**config.mk**
```make
export PLATFORM = sky130hd
export DESIGN_NAME = dds_spi_sequencer
export DESIGN_NICKNAME = d
export VERILOG_FILES = /design/src/rtl/dds_spi_pkg.sv /design/src/rtl/dds_spi_sequencer.sv
export SDC_FILE = /design/constraint.sdc
export NUM_CORES = 1
export LEC_CHECK = 0
export ABC_AREA = 1
export CAP_MARGIN = 20
export CORE_MARGIN = 10
export CORE_UTILIZATION = 46
export DETAILED_ROUTE_END_ITERATION = 7
export PLACE_DENSITY = 0.76
export SETUP_SLACK_MARGIN = 0.3
export SYNTH_ARGS = -nofsm -noshare
export SYNTH_HDL_FRONTEND = slang
export SYNTH_SLANG_ARGS = --single-unit
```
**constraint.sdc**
```tcl
create_clock -name clk -period 1.7 [get_ports clk]
set_clock_uncertainty 0.05 [all_clocks]
set_input_delay 0.34 -clock clk [delete_from_list [all_inputs] [get_ports clk]]
set_output_delay 0.34 -clock clk [all_outputs]
set_load 0.1 [all_outputs]
```
**src/rtl/dds_spi_pkg.sv**
```systemverilog
// Shared state encoding, default parameters and helpers for the DDS SPI sequencer.
package dds_spi_pkg;

  localparam int DEF_MAX_BYTES  = 8;
  localparam int DEF_GAP_CYCLES = 4;
  localparam int DEF_UPD_CYCLES = 4;
  localparam int DEF_TIMEOUT    = 1024;

  typedef enum logic [2:0] {
    ST_IDLE    = 3'd0,
    ST_START   = 3'd1,
    ST_WAIT_LO = 3'd2,
    ST_WAIT_HI = 3'd3,
    ST_GAP     = 3'd4,
    ST_UPDATE  = 3'd5,
    ST_FINISH  = 3'd6
  } seq_state_t;

  // Requests beyond the payload capacity are truncated rather than rejected.
  function automatic logic [3:0] clamp_nbytes(input logic [3:0] n, input int max_bytes);
    if (int'(n) > max_bytes) return 4'(max_bytes);
    return n;
  endfunction

endpackage

```
**src/rtl/dds_spi_sequencer.sv**
```systemverilog
// Sequences one DDS register transaction (instruction byte + payload) through an
// external SPI byte engine, collects the read-back bytes and strobes IO_UPDATE.
module dds_spi_sequencer
  import dds_spi_pkg::*;
#(
  parameter int MAX_BYTES  = DEF_MAX_BYTES,
  parameter int GAP_CYCLES = DEF_GAP_CYCLES,
  parameter int UPD_CYCLES = DEF_UPD_CYCLES,
  parameter int TIMEOUT    = DEF_TIMEOUT
) (
  input  logic                   clk,
  input  logic                   rst,
  input  logic                   req,
  input  logic [7:0]             addr,
  input  logic [8*MAX_BYTES-1:0] data,
  input  logic [3:0]             nbytes,
  input  logic                   upd,
  output logic                   busy,
  output logic                   done,
  output logic                   err,
  output logic [8*MAX_BYTES-1:0] rdata,
  output logic                   spi_start,
  output logic [7:0]             spi_din,
  input  logic [7:0]             spi_dout,
  input  logic                   spi_cs,
  output logic                   io_update
);

  localparam int DW   = 8 * MAX_BYTES;
  localparam int CMAX = (TIMEOUT > GAP_CYCLES) ?
                        ((TIMEOUT > UPD_CYCLES) ? TIMEOUT : UPD_CYCLES) :
                        ((GAP_CYCLES > UPD_CYCLES) ? GAP_CYCLES : UPD_CYCLES);
  localparam int CW   = $clog2(CMAX + 1);

  seq_state_t    state_q;
  logic [DW-1:0] data_q;
  logic [DW-1:0] rdata_q;
  logic [3:0]    nleft_q;
  logic          upd_q;
  logic          first_q;
  logic [CW-1:0] cnt_q;
  logic          busy_q, done_q, err_q, spi_start_q, io_update_q;
  logic [7:0]    spi_din_q;

  // GAP_CYCLES, UPD_CYCLES and TIMEOUT are all assumed to be at least 1.
  always_ff @(posedge clk) begin
    if (rst) begin
      state_q     <= ST_IDLE;
      data_q      <= '0;
      rdata_q     <= '0;
      nleft_q     <= '0;
      upd_q       <= 1'b0;
      first_q     <= 1'b0;
      cnt_q       <= '0;
      busy_q      <= 1'b0;
      done_q      <= 1'b0;
      err_q       <= 1'b0;
      spi_start_q <= 1'b0;
      io_update_q <= 1'b0;
      spi_din_q   <= '0;
    end else begin
      done_q      <= 1'b0;
      spi_start_q <= 1'b0;
      case (state_q)
        ST_IDLE: begin
          if (req) begin
            spi_din_q   <= addr;
            data_q      <= data;
            nleft_q     <= clamp_nbytes(nbytes, MAX_BYTES);
            upd_q       <= upd;
            err_q       <= 1'b0;
            rdata_q     <= '0;
            busy_q      <= 1'b1;
            first_q     <= 1'b1;
            spi_start_q <= 1'b1;
            state_q     <= ST_START;
          end
        end
        ST_START: begin
          cnt_q   <= '0;
          state_q <= ST_WAIT_LO;
        end
        ST_WAIT_LO, ST_WAIT_HI: begin
          if (cnt_q == CW'(TIMEOUT - 1)) begin
            err_q   <= 1'b1;
            busy_q  <= 1'b0;
            done_q  <= 1'b1;
            state_q <= ST_FINISH;
          end else if (state_q == ST_WAIT_LO) begin
            cnt_q <= cnt_q + 1'b1;
            if (!spi_cs) state_q <= ST_WAIT_HI;
          end else if (!spi_cs) begin
            cnt_q <= cnt_q + 1'b1;
          end else begin
            // Byte complete: the instruction byte's response carries no data.
            if (!first_q) rdata_q <= {rdata_q[DW-9:0], spi_dout};
            first_q <= 1'b0;
            cnt_q   <= '0;
            if (nleft_q != 4'd0) begin
              state_q <= ST_GAP;
            end else if (upd_q) begin
              io_update_q <= 1'b1;
              state_q     <= ST_UPDATE;
            end else begin
              busy_q  <= 1'b0;
              done_q  <= 1'b1;
              state_q <= ST_FINISH;
            end
          end
        end
        ST_GAP: begin
          if (cnt_q == CW'(GAP_CYCLES - 1)) begin
            spi_din_q   <= data_q[DW-1 -: 8];
            data_q      <= {data_q[DW-9:0], 8'h00};
            nleft_q     <= nleft_q - 4'd1;
            spi_start_q <= 1'b1;
            state_q     <= ST_START;
          end else begin
            cnt_q <= cnt_q + 1'b1;
          end
        end
        ST_UPDATE: begin
          if (cnt_q == CW'(UPD_CYCLES - 1)) begin
            io_update_q <= 1'b0;
            busy_q      <= 1'b0;
            done_q      <= 1'b1;
            state_q     <= ST_FINISH;
          end else begin
            cnt_q <= cnt_q + 1'b1;
          end
        end
        ST_FINISH: state_q <= ST_IDLE;
        default:   state_q <= ST_IDLE;
      endcase
    end
  end

  assign busy      = busy_q;
  assign done      = done_q;
  assign err       = err_q;
  assign rdata     = rdata_q;
  assign spi_start = spi_start_q;
  assign spi_din   = spi_din_q;
  assign io_update = io_update_q;

endmodule

```
# Word level (Yosys, flattened, before mapping)
# Cells that the tools add are included.
# classes
add_sub_neg	2
multipliers	0
n_div	0
order_cmp	1
eq_ne	24
shift	0
mux	66
bitwise	0
reduce_logical	18
# op_table
cell	n
64-bit two-way mux	7
64-bit one-hot mux with 2 select lines	2
11-bit two-way mux	4
11-bit one-hot mux with 3 select lines	1
1-bit two-way mux	28
2-bit inequality test, second input constant	11
3-bit two-way mux	7
4-bit two-way mux	4
8-bit two-way mux	2
8-bit one-hot mux with 2 select lines	1
3-bit one-hot mux with 5 select lines	1
7-bit AND reduction	2
3-bit inequality test, second input constant	4
11-bit by 1-bit adder with 11-bit output, second input constant	1
11-bit by 10-bit == test with 1-bit output, second input constant	1
11-bit by 2-bit == test with 1-bit output, second input constant	1
1-bit one-hot mux with 2 select lines	5
5-bit AND reduction	2
3-bit AND reduction	3
4-bit inequality test, second input constant	2
4-bit one-hot mux with 2 select lines	1
3-bit by 2-bit == test with 1-bit output, second input constant	2
3-bit == test, second input constant	2
6-bit AND reduction	1
other kinds (11)	16
# totals
regBits	161
latchBits	0
ramBits	0
mem_bits_ro	0
out_inout_bits	77
word_cells	124
memories	0

# Longest topological paths before layout
# logic_depth
ltp_word	8
mapped_depth	12
depth_no_buf	12

# Worst setup path before layout
# OpenSTA, ideal clock, no wires.
# synth_path
path_type	register -> register
startpoint	register state_q[2]
endpoint	register rdata_q[10], in the netlist rdata[10]
setup_ps	70
arrival_time_ps	1777
setup_slack_ps	-197
stages_incl_launch_ff	9
path_buffers	3
synth_period_minus_slack_ps	1897
cell_sequence	dfxtp_1 inv_2 ha_1 clkbuf_1 o21ai_0 buf_2 buf_1 nand4_1 a21oi_1
# synth_via
elab_chain_cells	4
word_cells_on_any_way	12
cone_classes	eq/ne: 7; mux: 1; reduce/logical: 4
# synth_rtl
item	line_no	source
start, declared	dds_spi_sequencer.sv:35	seq_state_t state_q;
start signal, assigned	dds_spi_sequencer.sv:48	state_q <= ST_IDLE;
start signal, assigned	dds_spi_sequencer.sv:76	state_q <= ST_START;
start signal, assigned	dds_spi_sequencer.sv:81	state_q <= ST_WAIT_LO;
3-bit by 2-bit == test with 1-bit output (on tied branches)	dds_spi_sequencer.sv:64, dds_spi_sequencer.sv:89	
2-bit OR reduction	dds_spi_sequencer.sv:64	case (state_q)
2-bit inequality test (no source line) or 2-bit nonzero test (tied branches)	n/a	
6-bit AND reduction (no source line)	n/a	
end signal, assigned	dds_spi_sequencer.sv:96	if (!first_q) rdata_q <= {rdata_q[DW-9:0], spi_dout};
end, declared	dds_spi_sequencer.sv:37	logic [DW-1:0] rdata_q;
# Several ways; a longest one is shown, not always the timed one.
# A chain may end at the register's enable or synchronous reset.

# Worst setup path after layout
# layout_path
startpoint	register cnt_q[8]
endpoint	register cnt_q[5]
# layout_via
elab_chain_cells	3
word_cells_on_any_way	5
cone_classes	eq/ne: 4; reduce/logical: 1
# layout_rtl
item	line_no	source
start, declared	dds_spi_sequencer.sv:41	logic [CW-1:0] cnt_q;
start signal, assigned	dds_spi_sequencer.sv:90	cnt_q <= cnt_q + 1'b1;
start signal, assigned	dds_spi_sequencer.sv:93	cnt_q <= cnt_q + 1'b1;
start signal, assigned	dds_spi_sequencer.sv:119	cnt_q <= cnt_q + 1'b1;
11-bit by 2-bit == test with 1-bit output or 11-bit by 10-bit == test with 1-bit output (tied branches)	dds_spi_sequencer.sv:112, dds_spi_sequencer.sv:123, dds_spi_sequencer.sv:84	
2-bit inequality test (no source line)	n/a	
3-bit AND reduction (no source line) (*)	n/a	
# Every way passes the cells marked *; elsewhere a longest branch is shown, timed or not.

==> qor_table.md <==
| Step | Item | This run |
|---|---|---|
| status | Result of the run | finished, violations left |
| status | Violations in the final reports | setup timing |
| placed design | Post-detail-place hpwl | 16.6 mm |
| sta | Final Hold Violating Endpoints | 0 |
| yosys | Proportion of synthesized chip area in sequential cells | 0.414 |
| grt | Maximum number of pins on one net before global-route repair | 89 |
| sta | Setup repair after global routing missed its margin | yes |
| worst setup path | Worst path most repeated cell | nand2_4 |
| sta | Slew margin rel. | 0.547 |
| clock network | Cts-stage hold buffer count | 0 |
| yosys | Top cells by area in the synthesized netlist | dfxtp_1, nand2_1, a21oi_1, nand4_1, inv_1 |
| yosys | Number of enable flip-flop cells after synthesis | 0 |
| grt | Initial antenna violation count | 0 |
| clock network | TritonCTS sink count | 161 |
| power and ir drop | Leakage Power | 5.79 nW |
| power and ir drop | Clock network fraction of design power | 0.217 |
| power and ir drop | Pwr Density | 1460 nW/um^2 |
| worst setup path | Arrival time at the worst endpoint | 2.16 ns |
| yosys | Number of storage elements in the synthesis netlist | 161 |
| sta | Period utilisation layout | 1.10 |
| sta | Number of max-slew violations in the final report | 0 |
| yosys | Library cell occupying the most area in the post-synthesis netlist | dfxtp_1 |
| floorplan | Std-Cell Rows | 47 |
| yosys | Netlist cell types | 33 |
| power and ir drop | Overall power | 18.6 mW |
| worst setup path | Data required time at the worst endpoint | 1.99 ns |
| routing | Initial DRC count | 925 |
| routing | DR DRC count | 0 |
| placed design | Global placement routability congestion | 0.901 |
| sta | Clock period minus final worst setup slack | 1.87 ns |
| placed design | Port Buffer Count | 165 |
| final layout | Filler cell count in the final layout | 1,058 |
| floorplan | Floorplan die area | 22,500 um^2 |
| grt | Number of global-route vias before repair | 7,767 |
| routing | Iteration count of the initial detailed-routing pass | 6 |
| final layout | Number of nets in the final layout | 1,425 |
| final layout | Cell area after layout | 12,800 um^2 |
| worst setup path | Nature of the critical path startpoint | register |
| yosys | Mapped Cells | 1,124 |
| clock network | # H-tree levels | 4 |
| clock network | Root buf cell | clkbuf_16 |
| sta | Count of final setup violators | 114 |
| clock network | Clock tree from TritonCTS | done |
| yosys | Area of the mapped netlist | 7780 um^2 |
| power and ir drop | Largest voltage drop on the vdd net | 993 uV |
| grt | Final global-route overflow total | 0 |
| hold path | Worst hold path class | in2reg |
| power and ir drop | Net Sw Frac | 0.409 |
| final layout | Synthesis-to-finish area growth | 64.5% |
| worst setup path | Maximum fanout encountered on the critical timing path | 7 |
| routing | Post-detailed-route via-to-cell ratio | 5.58 |
| floorplan | Die Ht | 150 um |
| routing | Routed len/inst | 18.3 um |
| floorplan | Starting density of the core | 0.469 |
| yosys | Share of synthesized flip-flops with an asynchronous set or reset | 0 |
| worst setup path | Worst path max stage delay | 0.44 ns |
| power and ir drop | P_int | 11.0 mW |
| clock network | Number of buffers inserted during clock tree synthesis | 17 |
| yosys | Net count after synthesis | 1,218 |
| worst setup path | Worst Setup Path Type | reg2reg |
| final layout | Leading cell type in the layout, fill and taps excluded | nand2_1 |
| grt | Global-route wire length before repair | 39.7 mm |
| sta | Fmax | 0.536 GHz |
| sta | Final WS setup | -0.166 ns |
| final layout | Area of all sequential standard cells | 3360 um^2 |
| yosys | Top FF cell, synth | dfxtp_1 |
| clock network | Clock input transition at the sequential cells of the worst setup and hold paths | 0.06 ns |
| grt | Total GRT Usage | 0.216 |
| floorplan | Placeable core region | 16,600 um^2 |
| final layout | Antenna diode count | 0 |
| worst setup path | Critical path cell sequence | nand2_1 -> nor2_1 -> buf_4 -> nand4_4 -> nand3_4 -> inv_4 -> nand2_4 -> nand2_4 -> a21oi_1 |
| floorplan | Chip width | 150 um |
| power and ir drop | Switching Power | 7.63 mW |
| worst setup path | Cell family contributing the most delay on the critical path | simple AND/OR/NAND/NOR gates |
| sta | Worst-margin pin slew | 0.680 ns |
| final layout | Ratio of cells with drive above 1 in the final layout | 0.310 |
| routing | Post-detailed-routing wire length | 28.6 mm |
| yosys | Number of warnings reported in the yosys synthesis log | 0 |
| worst setup path | CP max-delay cell | dfxtp_1 |
| routing | Antenna-violating nets left | 0 |
| routing | Vias | 8,729 |
| clock network | Clock Latency Late Sink | 0.43 ns |
| power and ir drop | Power share of the sequential group | 0.266 |
| worst setup path | Bufs and invs on worst path | 2 |
| worst setup path | Kind of end point of the critical path | register |
| run | Count of maximum capacitance violations | 0 |
| final layout | Multi-input gate area | 4310 um^2 |
| power and ir drop | Fraction of power consumed by combinational cells | 0.517 |
| floorplan | Total I/O pin count | 166 |
| yosys | Synth top area share | 0.414 |
| yosys | Avg Inst Size Synth | 6.93 um^2 |
| placed design | Post-detailed-placement cell area | 11,000 um^2 |
| final layout | Most frequent cells in the layout | nand2_1, inv_1, buf_12 |
| clock network | Maximum number of buffers from clock root to sink | 2 |
## what timing repair did
| action | 4_1_cts | 5_1_grt |
|---|---|---|
| buffers inserted | 10 | 11 |
| gates resized for setup | 54 | 169 |
| gates cloned | 4 | 15 |
| endpoints found under the hold margin | 0 | 0 |
| pin swaps | 11 | 11 |
| endpoints found under the setup margin | 229 | 233 |
## worst register-to-register path: stages (launching register included)
cell and delay (ns):
dfxtp_1 0.44, nand2_1 0.14, nor2_1 0.27, buf_4 0.18, nand4_4 0.14, nand3_4 0.12
inv_4 0.07, nand2_4 0.10, nand2_4 0.08, a21oi_1 0.19
## metal layers
metal,vias up,track usage,routed length [um]
met5,-,0,0
met4,0,0.0758,1020
met3,100,0.0483,2060
met2,398,0.348,14100
met1,4133,0.278,11400
li1,4098,-,-
## kinds of logic after synthesis
kind of cell	count (synthesis)	share of synthesized area
and+or+nand+nor	553	0.310
buffers and inverters	205	0.112
AOI/OAI and AO/OA	198	0.154
DFF	161	0.414
adders and majority gates	5	0.00804
xor gates and xnor gates	2	0.00225
## registers in the layout (all words and copies together), names as in the netlist
register and count:
spi_din 8, data_q 64, io_update 1, rdata 64
nleft_q 4, done 1, cnt_q 11, busy 1
first_q 1, err 1, upd_q 1, spi_start 1
state_q 3
## synth_stat cells (3+ instances only)
cell type / instances
inv_1: 119
o21ai_0: 48
a21oi_1: 93
buf_6: 6
o211a_1: 38
nand4_1: 72
nand3_1: 61
nand2_1: 348
nand2_2: 5
dfxtp_1: 161
ha_1: 5
buf_4: 7
buf_2: 26
nor2_1: 55
buf_1: 9
o21ai_1: 12
inv_2: 6
o21bai_1: 3
clkbuf_1: 32
## worst paths after layout
kind	to	from	slack, ns	cells past startpoint
worst max-delay path	cnt_q[5]	cnt_q[8]	-0.17	9
worst min register to register	data_q[54]	data_q[54]	0.41	2
worst max register to register	cnt_q[5]	cnt_q[8]	-0.17	9
worst min-delay path	rdata[11]	rst	0.40	3
## power groups by stage
stage | registers [mW] | clock network (mW) | logic [mW]
2_1_floorplan | 5.70 | 0 | 4.33
3_3_place_gp | 4.98 | 0 | 7.21
3_5_place_dp | 5.01 | 0 | 7.30
4_1_cts | 4.91 | 4.05 | 8.10
5_1_grt | 5.03 | 4.21 | 10.2
6_report | 4.96 | 4.04 | 9.65
## final cells by class
class                           count  area share
Sequential cell                   161       0.262
Multi-Input combinational cell    760       0.336
Timing Repair inverter              2     0.00176
Clock inverter                     11      0.0118
Timing Repair Buffer              264       0.289
Inverter                          125      0.0401
Tap cell                          220      0.0215
Clock buffer                       21      0.0367
## per-stage QoR
stage	hold WS [ns]	util	setup TNS (ns)	worst slack, ns	std cells
final	0.401	0.772	-5.99	-0.166	1564
after floorplan	0.375	-	0	0.0396	1124
after CTS	0.350	0.719	-0.645	-0.0389	1538
after detailed placement	0.391	0.662	-29.69	-0.289	1492
after global routing	0.414	0.772	-18.79	-0.211	1564
after global placement	0.385	0.662	-22.47	-0.211	1492
(Power assumes the default switching activity.)
